`src/rtl/serial_arith_pkg.sv`:
```
// Shared constants for the bit-serial arithmetic blocks: FSM state encoding and default operand width.
package serial_arith_pkg;

  localparam int DEFAULT_WIDTH = 8;

  typedef enum logic [1:0] {
    ST_IDLE = 2'd0,
    ST_RUN  = 2'd1,
    ST_DONE = 2'd2
  } state_t;

endpackage

```
`src/rtl/full_subtractor.sv`:
```
// One-bit full subtractor: d = a - b - bin (mod 2), bout set when a < b + bin.
module full_subtractor (
  input  logic a,
  input  logic b,
  input  logic bin,
  output logic d,
  output logic bout
);

  assign d    = a ^ b ^ bin;
  assign bout = (~a & b) | (~(a ^ b) & bin);

endmodule

```
`src/rtl/serial_subtractor.sv`:
```
// Bit-serial WIDTH-bit subtractor, LSB first: one full-subtractor cell iterated over WIDTH clock edges.
module serial_subtractor
  import serial_arith_pkg::*;
#(
  parameter int WIDTH = DEFAULT_WIDTH
) (
  input  logic             i_clk,
  input  logic             i_rst_n,
  input  logic             i_start,
  input  logic [WIDTH-1:0] i_a,
  input  logic [WIDTH-1:0] i_b,
  input  logic             i_bin,
  output logic             o_ready,
  output logic             o_busy,
  output logic             o_done,
  output logic [WIDTH-1:0] o_diff,
  output logic             o_bout
);

  localparam int                CNT_W    = $clog2(WIDTH) + 1;
  localparam logic [CNT_W-1:0] LAST_BIT = CNT_W'(WIDTH - 1);

  state_t             state_q, state_d;
  logic [CNT_W-1:0]   cnt_q;
  logic [WIDTH-1:0]   shift_a_q, shift_b_q, shift_d_q;
  logic               borrow_q;
  logic [WIDTH-1:0]   diff_q;
  logic               bout_q;

  logic               d_bit, bo_bit;
  logic               accept;
  logic               last_bit;

  full_subtractor u_cell (
    .a    (shift_a_q[0]),
    .b    (shift_b_q[0]),
    .bin  (borrow_q),
    .d    (d_bit),
    .bout (bo_bit)
  );

  assign last_bit = (state_q == ST_RUN) && (cnt_q == LAST_BIT);

  always_ff @(posedge i_clk or negedge i_rst_n) begin
    if (!i_rst_n) state_q <= ST_IDLE;
    else          state_q <= state_d;
  end

  always_comb begin
    state_d = state_q;
    accept  = 1'b0;
    o_ready = 1'b0;
    o_busy  = 1'b0;
    o_done  = 1'b0;
    case (state_q)
      ST_IDLE: begin
        o_ready = 1'b1;
        if (i_start) begin
          accept  = 1'b1;
          state_d = ST_RUN;
        end
      end
      ST_RUN: begin
        o_busy = 1'b1;
        if (last_bit) state_d = ST_DONE;
      end
      ST_DONE: begin
        o_done  = 1'b1;
        state_d = ST_IDLE;
      end
      default: state_d = ST_IDLE;
    endcase
  end

  // Operands are captured on accept; results update only on the final bit so they stay stable during RUN.
  always_ff @(posedge i_clk or negedge i_rst_n) begin
    if (!i_rst_n) begin
      cnt_q     <= '0;
      shift_a_q <= '0;
      shift_b_q <= '0;
      shift_d_q <= '0;
      borrow_q  <= 1'b0;
      diff_q    <= '0;
      bout_q    <= 1'b0;
    end else if (accept) begin
      cnt_q     <= '0;
      shift_a_q <= i_a;
      shift_b_q <= i_b;
      shift_d_q <= '0;
      borrow_q  <= i_bin;
    end else if (state_q == ST_RUN) begin
      cnt_q     <= cnt_q + CNT_W'(1);
      shift_a_q <= {1'b0, shift_a_q[WIDTH-1:1]};
      shift_b_q <= {1'b0, shift_b_q[WIDTH-1:1]};
      shift_d_q <= {d_bit, shift_d_q[WIDTH-1:1]};
      borrow_q  <= bo_bit;
      if (last_bit) begin
        diff_q <= {d_bit, shift_d_q[WIDTH-1:1]};
        bout_q <= bo_bit;
      end
    end
  end

  assign o_diff = diff_q;
  assign o_bout = bout_q;

endmodule
```
`config.mk`:
```
export PLATFORM = sky130hd
export DESIGN_NAME = serial_subtractor
export DESIGN_NICKNAME = d
export VERILOG_FILES = /design/src/rtl/serial_arith_pkg.sv /design/src/rtl/full_subtractor.sv /design/src/rtl/serial_subtractor.sv
export SDC_FILE = /design/constraint.sdc
export NUM_CORES = 1
export LEC_CHECK = 0
export ABC_AREA = 1
export CORE_MARGIN = 2
export CORE_UTILIZATION = 49
export CTS_BUF_LIST = sky130_fd_sc_hd__clkbuf_8
export DETAILED_ROUTE_END_ITERATION = 8
export HOLD_SLACK_MARGIN = 0.03
export PLACE_DENSITY = 0.86
export SKIP_CTS_REPAIR_TIMING = 1
export SLEW_MARGIN = 30
export SYNTH_ARGS = -nofsm -noshare
export SYNTH_HDL_FRONTEND = slang
export SYNTH_SLANG_ARGS = --single-unit
export TNS_END_PERCENT = 10
```
`constraint.sdc`:
```
create_clock -name i_clk -period 1.2 [get_ports i_clk]
set_input_delay 0.24 -clock i_clk [delete_from_list [all_inputs] [get_ports i_clk]]
set_output_delay 0.24 -clock i_clk [all_outputs]
set_load 0.01 [all_outputs]
```
==> reports/qor.yml, run 1 <==
cp-end-kind: "flip-flop"
yosysWarnings: 0
netlist.area_leader.share: 0.5493
ant_nets: 0
antenna_found_initial: 0
cpMostUsedCell: "nand2_1"
path_class: "reg -> reg"
std_cell_rows: 21
timing.fmax_mhz: 744.7
rrSetupSlack_ns: -0.14
maxCapViolations: 0
drive_gt1_frac: 0.1507
antennaDiodeCount: 0
die_y_microns: 64.22
firstDrtPassIters: 4
synthAdderAreaFrac: 0.01831
grt_max_degree: 40
worst-endpoint-required_ns: 1.39
cts_max_path_buffers: 2
r2r-end: "cnt_q[3]"
relSlewSlack: 0.8496
die_x_microns: 64.22
core_sq_um: 3416
vias: 1517
wl_per_cell_microns: 12.55
die_area_sq_um: 4124
place_worst_setup_slack_ns: -0.2216
power.share.clock: 0.207
synth.cell_area_sq_um: 1777
clk_latency_ns: 0.29
sequentialPowerShare: 0.371
start_kind: "flip-flop"
place_congestion: 0.7645
place_hpwl_microns: 2370
drtIter0Drc: 139
n_fill_cell: 252
synth_mux_area_frac: 0
path_clk_slew_ns: 0.08
grt_pass1_wl_microns: 6147
hold_viol: 0
worst_slack_ns: -0.1428
min_path_type: "in -> async"
violations: "setup timing"
worstMarginPinSlew_ns: 0.2253
max_stage_delay_ns: 0.41
synth_compound_gate_area_share: 0.05563
ys.flop_type: "dfrtp_1"
routed_wl_microns: 3990
slowest_stage: "dfrtp_1"
synth_area_leaders: "dfrtp_1 55%, nand2_1 25%, inv_1 5.3%"
syn_area_per_cell_sq_um: 7.932
syn_to_final_growth_pct: 37.04
fin_util: 0.7128
ff2ff_path_depth: 9
drc: 0
layout.nets: 293
synth_nets: 246
power_mw: 6.196
viasPerCell: 4.770
grt_pass1_vias: 1379
status: "finished with violations"
ys_seq_area_frac: 0.5493
placedCellCount: 306
powerDensity_nw_per_um2: 2545
pin_count: 32
setup_viol: 32
p_leak_nw: 1.384
path_max_fanout: 14
yosys.area.top_type: "dfrtp_1"
port_buffers: 31
ys_ff_latch: 39
synthCells: 224
cts_tree: "done"
synth_top_family_by_area: "simple AND/OR/NAND/NOR gates"
p_comb_frac: 0.422
internal_power_mw: 3.943
ys_types: 16
numCtsBuffers: 5
period_minus_slack_ns: 1.343
cts.sinks: 39
synth-async-reset-ratio: 1.000
synth-simple-area-share: 0.2859
grt_overflow: 0
timing.final.crit_share: 1.119
rsz0062_at_grt: "true"
ir_drop_mv: 1.426
clock_skew_ns: 0.005428
timing.rr.start: "state_q[0]"
cp-endpoint: "cnt_q[3]"
synth_most_common_cell: "nand2_1"
path_cells: "buf_6 -> nor2_4 -> buf_4 -> nand2_2 -> buf_4 -> nand2_1 -> nand2_1 -> nand2_1 -> inv_1"
slew_violations: 0
synth_edf_count: 0
start_util: 0.5201
synthXorXnorAreaFrac: 0
switching_share: 0.3636
stdcell_count: 318
synth_commonest_cells: "117 x nand2_1, 39 x dfrtp_1, 25 x inv_1"
startpoint: "state_q[0]"
track_usage: 0.1966
htree_levels: 2
p_sw_mw: 2.253
root_buffer: "clkbuf_8"
crit_arrival_ns: 1.53
metrics by stage:
step	area (sq um)	hold slack [ns]	setup TNS, ns
2_1_floorplan	1779	-0.05559	-0.01806
3_3_place_gp	2197	0.2185	-4.171
3_5_place_dp	2197	0.2215	-5.666
4_1_cts	2330	-0.09530	-5.874
5_1_grt	2435	0.4712	-4.263
6_report	2435	0.4320	-1.743
cells by family (layout without fill, tap and decap cells):
group,after synthesis,in the layout
AO/OA/AOI/OAI,19,19
adder cells (fa/ha/maj),2,2
buffers and inverters,34,82
flip-flops,39,39
AND/OR/NAND/NOR,130,130
worst max-delay path, delay by kind of cell (launching register included):
| family | cells | cell delay (ns) |
|---|---|---|
| flops | 1 | 0.41 |
| simple gates | 5 | 0.34 |
| buf+inv | 4 | 0.48 |
metal layers:
| metal | up-vias | GRT usage | wire length, microns |
|---|---|---|---|
| met3 | 9 | 0.05458 | 168 |
| li1 | 760 | - | - |
| met1 | 710 | 0.2360 | 1709 |
| met4 | 0 | 0.07447 | 69 |
| met5 | - | 0 | 0 |
| met2 | 38 | 0.3359 | 2043 |
power groups by stage:
stage               logic (mW)  registers, mW  clock network [mW]
finish                    2.61           2.30                1.28
global route              2.94           2.37                1.36
CTS                       2.41           2.27                1.29
detailed placement        2.38           2.29                   0
global placement          2.30           2.25                   0
floorplan                 1.37           2.29                   0
worst min-delay path by stage:
stage / from / endpoint / slack (ns) / depth (start not counted)
floorplan: i_rst_n / borrow_q / -0.06 / 0
global placement: i_rst_n / o_diff[6] / 0.22 / 2
detailed placement: i_rst_n / shift_d_q[6] / 0.22 / 2
CTS: i_rst_n / shift_d_q[6] / -0.1 / 2
global route: i_rst_n / shift_d_q[6] / 0.47 / 3
finish: i_rst_n / shift_d_q[4] / 0.43 / 3
layout make-up:
| type | instances | area [sq um] | area share |
|---|---|---|---|
| multi-input cells | 151 | 684.4 | 0.2811 |
| clock buffers | 5 | 68.82 | 0.02826 |
| flip-flops and latches | 39 | 977.2 | 0.4013 |
| clock inverters | 3 | 63.81 | 0.02621 |
| repair buffers | 47 | 480.5 | 0.1973 |
| inverters | 27 | 102.6 | 0.04214 |
| well taps | 46 | 57.56 | 0.02364 |
state kept, by name (all words and copies together) (netlist names):
signal and count:
shift_d_q 7, cnt_q 4, borrow_q 1, o_diff 8
shift_b_q 8, state_q 2, o_bout 1, shift_a_q 8
placed cells by master, fill, tap and decap left out, drive strengths merged, types with 4 or more instances in the layout:
cell type	n
nand2	119
clkdlybuf4s50	18
inv	27
nand3	4
buf	19
dfrtp	39
clkbuf	5
dlymetal6s2s	9
nor2	6
o21ai	19
No activity file was read; power rests on OpenSTA's default activity.
==> inputs of run 2 (changes only) <==
- CORE_UTILIZATION: 49 -> 43
- CTS_CLUSTER_SIZE: not set -> 24
- PLACE_DENSITY: 0.86 -> 0.78
==> run 2 against run 1 <==
The run still ends with setup timing left. Clock power down 26%. Clock-buffer cell count up 2. Die area up 13%. Sequential share of layout area up 0.50 points. Largest cell class unchanged. Register-to-register slack better by 0.10 ns. Non-clock buffer count unchanged. Cell area down 1.2%. Utilization down 11 points. Routed wire length down 12%. Global-route usage down 2.6 points. Power down 8.1%.
==> reports/qor.yml, run 2 (synthesis gave the netlist of run 1 again) <==
setup_viol: 11  # was 32
worstMarginPinSlew_ns: 0.2123  # was 0.2253 ns
grt_max_degree: 40  # unchanged
grt_pass1_vias: 1372  # was 1379
path_clk_slew_ns: 0.07  # was 0.08 ns
track_usage: 0.1704  # was 0.1966
grt_pass1_wl_microns: 5892  # was 6147 microns
cp_top_family: "flip-flops"  # was buffers and inverters
crit_arrival_ns: 1.13  # was 1.53 ns
clock_skew_ns: 0.003342  # was 0.005428 ns
path_max_fanout: 3  # was 14
place_congestion: 0.7471  # was 0.7645
die_y_microns: 68.28  # was 64.22 microns
cts_max_path_buffers: 2  # unchanged
start_util: 0.4442  # was 0.5201
path_cells: "buf_6 -> nor2_4 -> dlymetal6s2s_1"  # was buf_6 -> nor2_4 -> buf_4 -> nand2_2 -> buf_4 -> nand2_1 -> nand2_1 -> nand2_1 -> inv_1
path_buf_inv: 2  # was 4
routed_wl_microns: 3506  # was 3990 microns
layout.nets: 293  # unchanged
std_cell_rows: 23  # was 21
vias: 1481  # was 1517
ant_nets: 0  # unchanged
tns_ns: -0.3699  # was -1.743 ns
hold_viol: 0  # unchanged
drtIter0Drc: 66  # was 139
layout_commonest_cell: "nand2_1"  # unchanged
root_buffer: "clkbuf_8"  # unchanged
maxCapViolations: 0  # unchanged
fin_util: 0.6012  # was 0.7128
period_minus_slack_ns: 1.369  # was 1.343 ns
ir_drop_mv: 0.8414  # was 1.426 mV
ff_latch_area_sq_um: 977.2  # unchanged
antenna_found_initial: 0  # unchanged
path_class: "reg -> out"  # was reg -> reg
timing.final.crit_share: 1.141  # was 1.119
n_fill_cell: 345  # was 252
min_path_type: "in -> async"  # unchanged
cts.sinks: 39  # unchanged
worst_slack_ns: -0.1690  # was -0.1428 ns
port_buffers: 31  # unchanged
start_kind: "flip-flop"  # unchanged
drc: 0  # unchanged
antennaDiodeCount: 0  # unchanged
clk_latency_ns: 0.29  # about the same
max_stage_delay_ns: 0.39  # was 0.41 ns
grt_overflow: 0  # unchanged
pin_count: 32  # unchanged
timing.fmax_mhz: 730.4  # was 744.7 MHz
viasPerCell: 4.599  # was 4.770
numCtsBuffers: 5  # unchanged
powerDensity_nw_per_um2: 2369  # was 2545 nW/um^2
slew_violations: 0  # unchanged
violations: "setup timing"  # unchanged
place_hpwl_microns: 2428  # was 2370 microns
htree_levels: 2  # unchanged
drive_gt1_frac: 0.1507  # unchanged
slowest_stage: "dfrtp_1"  # unchanged
syn_to_final_growth_pct: 35.35  # was 37.04%
p_leak_nw: 1.374  # was 1.384 nW
multi_input_area_sq_um: 673.1  # was 684.4 sq um
most-common-layout-cells: "115 x nand2_1, 38 x dfrtp_1, 24 x inv_1"  # was 115 x nand2_1, 38 x dfrtp_1, 25 x inv_1
die_x_microns: 68.28  # was 64.22 microns
status: "finished with violations"  # unchanged
cp-end-kind: "output port"  # was flip-flop
core_sq_um: 4000  # was 3416 sq um
die_area_sq_um: 4662  # was 4124 sq um
cts_tree: "done"  # unchanged
worst-endpoint-required_ns: 0.96  # was 1.39 ns
firstDrtPassIters: 4  # unchanged
relSlewSlack: 0.8585  # was 0.8496
wl_per_cell_microns: 10.89  # was 12.55 microns
rsz0062_at_grt: "true"  # unchanged
## run 2: cell count changes in the layout (fill, tap and decap cells not counted), moves of 2 or more
cell / previous run / this run
bufinv_16: 2 / 0
clkbuf_8: 5 / 7
buf_6: 4 / 2
inv_2: 2 / 4
## run 2: layer usage
metal  up-vias  GRT usage  part of all wire
li1        760          -                 -
met3         5    0.03454             0.034
met1       690     0.2213              0.45
met4         0    0.08000             0.017
met5         -          0                 0
met2        26     0.2731              0.50
## run 2: tightest hold or removal path: cells and delay by family
kind | cells | cell delay, ns
buffers and inverters | 3 | 0.85
## run 2: area by class of cell
type                    count  area share
clock buffers               7     0.04006
inverters                  27     0.04214
repair buffers             47      0.2040
well taps                  50     0.02601
clock inverters             1    0.001561
flip-flops and latches     39      0.4063
multi-input cells         151      0.2799
## run 2: stage by stage
stage | worst slack, ns | instances | power, mW | hold slack [ns] | area (sq um)
5_1_grt | -0.2147 | 322 | 6.163 | 0.4777 | 2405
3_3_place_gp | -0.1722 | 312 | 4.607 | 0.2193 | 2230
2_1_floorplan | -0.01685 | 224 | 3.661 | -0.05559 | 1779
4_1_cts | -0.5070 | 320 | 5.663 | -0.08437 | 2330
3_5_place_dp | -0.1807 | 312 | 4.687 | 0.2238 | 2230
6_report | -0.1690 | 322 | 5.696 | 0.4422 | 2405
## run 2: report_power, final
part | internal, mW | leakage, nW | switching, mW
Clock | 0.516 | 0.0557 | 0.426
Combinational | 1.18 | 0.828 | 1.31
Sequential | 1.92 | 0.491 | 0.343
Total | 3.62 | 1.37 | 2.08
## run 2: path summary, 6_finish.rpt
check                           depth (start not counted)  slack (ns)          to    startpoint
worst max-delay path                                    3       -0.17      o_busy    state_q[1]
worst min-delay path                                    3        0.44   o_diff[6]       i_rst_n
worst max register to register                          4       -0.04    borrow_q  shift_b_q[0]
worst min register to register                          2        0.48   o_diff[0]  shift_d_q[1]
max in group asynchronous                               3        0.55  state_q[0]       i_rst_n
min in group i_clk                                      2        0.48   o_diff[0]  shift_d_q[1]
==> inputs of run 3 (changes only) <==
- RECOVER_POWER: not set -> 25
==> run 3 against run 2 <==
Utilization is 0.31 points lower. Non-clock buffer count did not move. Cell area shrank 0.52%. Largest cell class unchanged. The run still ends with setup timing left. Sequential share of layout area rose by 0.21 points. Critical path depth unchanged. Largest power group unchanged. Register-to-register slack hardly changed. Clock-buffer cell count unchanged. Worst setup slack unchanged. First-iteration DRC count unchanged.
==> reports/qor.yml, run 3 (synthesis gave the netlist of run 1 again) <==
status: "finished with violations"  # unchanged
violations: "setup timing"  # unchanged
track_usage: 0.1704  # unchanged
layout.nets: 293  # unchanged
fin_util: 0.5981  # was 0.6012
ant_nets: 0  # unchanged
grt_max_degree: 40  # unchanged
drive_gt1_frac: 0.1507  # unchanged
grt_overflow: 0  # unchanged
vias: 1482  # was 1481
start_kind: "flip-flop"  # unchanged
min_path_type: "reg -> reg"  # was in -> async
ir_drop_mv: 0.8414  # about the same
std_cell_rows: 23  # unchanged
syn_to_final_growth_pct: 34.65  # was 35.35%
clk_latency_ns: 0.29  # about the same
rrSetupSlack_ns: -0.04  # about the same
antennaDiodeCount: 0  # unchanged
cts.sinks: 39  # unchanged
path_class: "reg -> out"  # unchanged
die_y_microns: 68.28  # unchanged
period_minus_slack_ns: 1.369  # unchanged
path_max_fanout: 3  # unchanged
tns_ns: -0.3694  # was -0.3699 ns
root_buffer: "clkbuf_8"  # unchanged
n_fill_cell: 347  # was 345
cts_tree: "done"  # unchanged
worstMarginPinSlew_ns: 0.5270  # was 0.2123 ns
antenna_found_initial: 0  # unchanged
drc: 0  # unchanged
hold_ws_ns: 0.4817  # was 0.4422 ns
path_clk_slew_ns: 0.07  # about the same
most-common-layout-cells: "115 x nand2_1, 38 x dfrtp_1, 24 x inv_1"  # unchanged
htree_levels: 2  # unchanged
core_sq_um: 4000  # unchanged
grt_pass1_vias: 1372  # unchanged
place_congestion: 0.7471  # unchanged
port_buffers: 31  # unchanged
crit_arrival_ns: 1.13  # about the same
final_cell_area_sq_um: 2392  # was 2405 sq um
timing.fmax_mhz: 730.4  # unchanged
rsz0062_at_grt: "true"  # unchanged
hold_viol: 0  # unchanged
die_x_microns: 68.28  # unchanged
cp-end-kind: "output port"  # unchanged
worst_slack_ns: -0.1690  # unchanged
slew_violations: 0  # unchanged
wl_per_cell_microns: 10.91  # was 10.89 microns
layout_commonest_cell: "nand2_1"  # unchanged
numCtsBuffers: 5  # unchanged
stdcell_count: 322  # unchanged
p_leak_nw: 1.370  # was 1.374 nW
maxCapViolations: 0  # unchanged
worst-endpoint-required_ns: 0.96  # about the same
placed_cell_area_sq_um: 2230  # unchanged
powerDensity_nw_per_um2: 2379  # was 2369 nW/um^2
routed_wl_microns: 3513  # was 3506 microns
setup_viol: 11  # unchanged
cts_max_path_buffers: 2  # unchanged
viasPerCell: 4.602  # was 4.599
pin_count: 32  # unchanged
placedCellCount: 312  # unchanged
relSlewSlack: 0.6487  # was 0.8585
drtIter0Drc: 66  # unchanged
die_area_sq_um: 4662  # unchanged
clock_skew_ns: 0.003375  # was 0.003342 ns
start_util: 0.4442  # unchanged
timing.final.crit_share: 1.141  # unchanged
firstDrtPassIters: 4  # unchanged
place_hpwl_microns: 2428  # unchanged
grt_pass1_wl_microns: 5892  # unchanged
[run 3: cell types whose count changed in the layout (fill, tap and decap cells not counted), sizes merged]
cell / previous run / this run
buf: 18 / 17
clkbuf: 7 / 8
[run 3: metrics by stage]
stage / worst slack, ns / power, mW
final: -0.1690 / 5.691
after global routing: -0.2147 / 6.157
after CTS: -0.5070 / 5.663
after detailed placement: -0.1807 / 4.687
after global placement: -0.1722 / 4.607
after floorplan: -0.01685 / 3.661
[run 3: worst paths after layout]
check | start | end | cells after the start
max in group asynchronous | i_rst_n | state_q[0] | 3
worst max-delay path | state_q[1] | o_busy | 3
min in group asynchronous | i_rst_n | o_diff[6] | 3
worst min register to register | shift_d_q[1] | o_diff[0] | 2
worst min-delay path | shift_d_q[1] | o_diff[0] | 2
worst max register to register | shift_b_q[0] | borrow_q | 4
[run 3: area by class of cell]
type                    count  area, sq um  area share
well taps                  50        62.56     0.02615
clock inverters             1        3.754    0.001569
clock buffers               7        96.34     0.04027
inverters                  27        101.3     0.04236
multi-input cells         151        673.1      0.2814
flip-flops and latches     39        977.2      0.4085
repair buffers             47        478.0      0.1998
[run 3: power by group]
group	internal [mW]	switching [mW]	leakage, nW
Sequential	1.92	0.344	0.491
Clock	0.516	0.426	0.0557
Combinational	1.18	1.31	0.823
[run 3: routing by layer]
metal / part of all wire / track usage / wire length, microns
met5: 0 / 0 / 0
met3: 0.034 / 0.03454 / 119
met1: 0.45 / 0.2213 / 1587
met4: 0.017 / 0.08000 / 59
met2: 0.50 / 0.2731 / 1746
[run 3: worst max-delay path, cell delays in order, from the launching register on]
cell and delay, ns:
dfrtp_1 0.39, buf_6 0.13, nor2_4 0.14, dlymetal6s2s_1 0.17
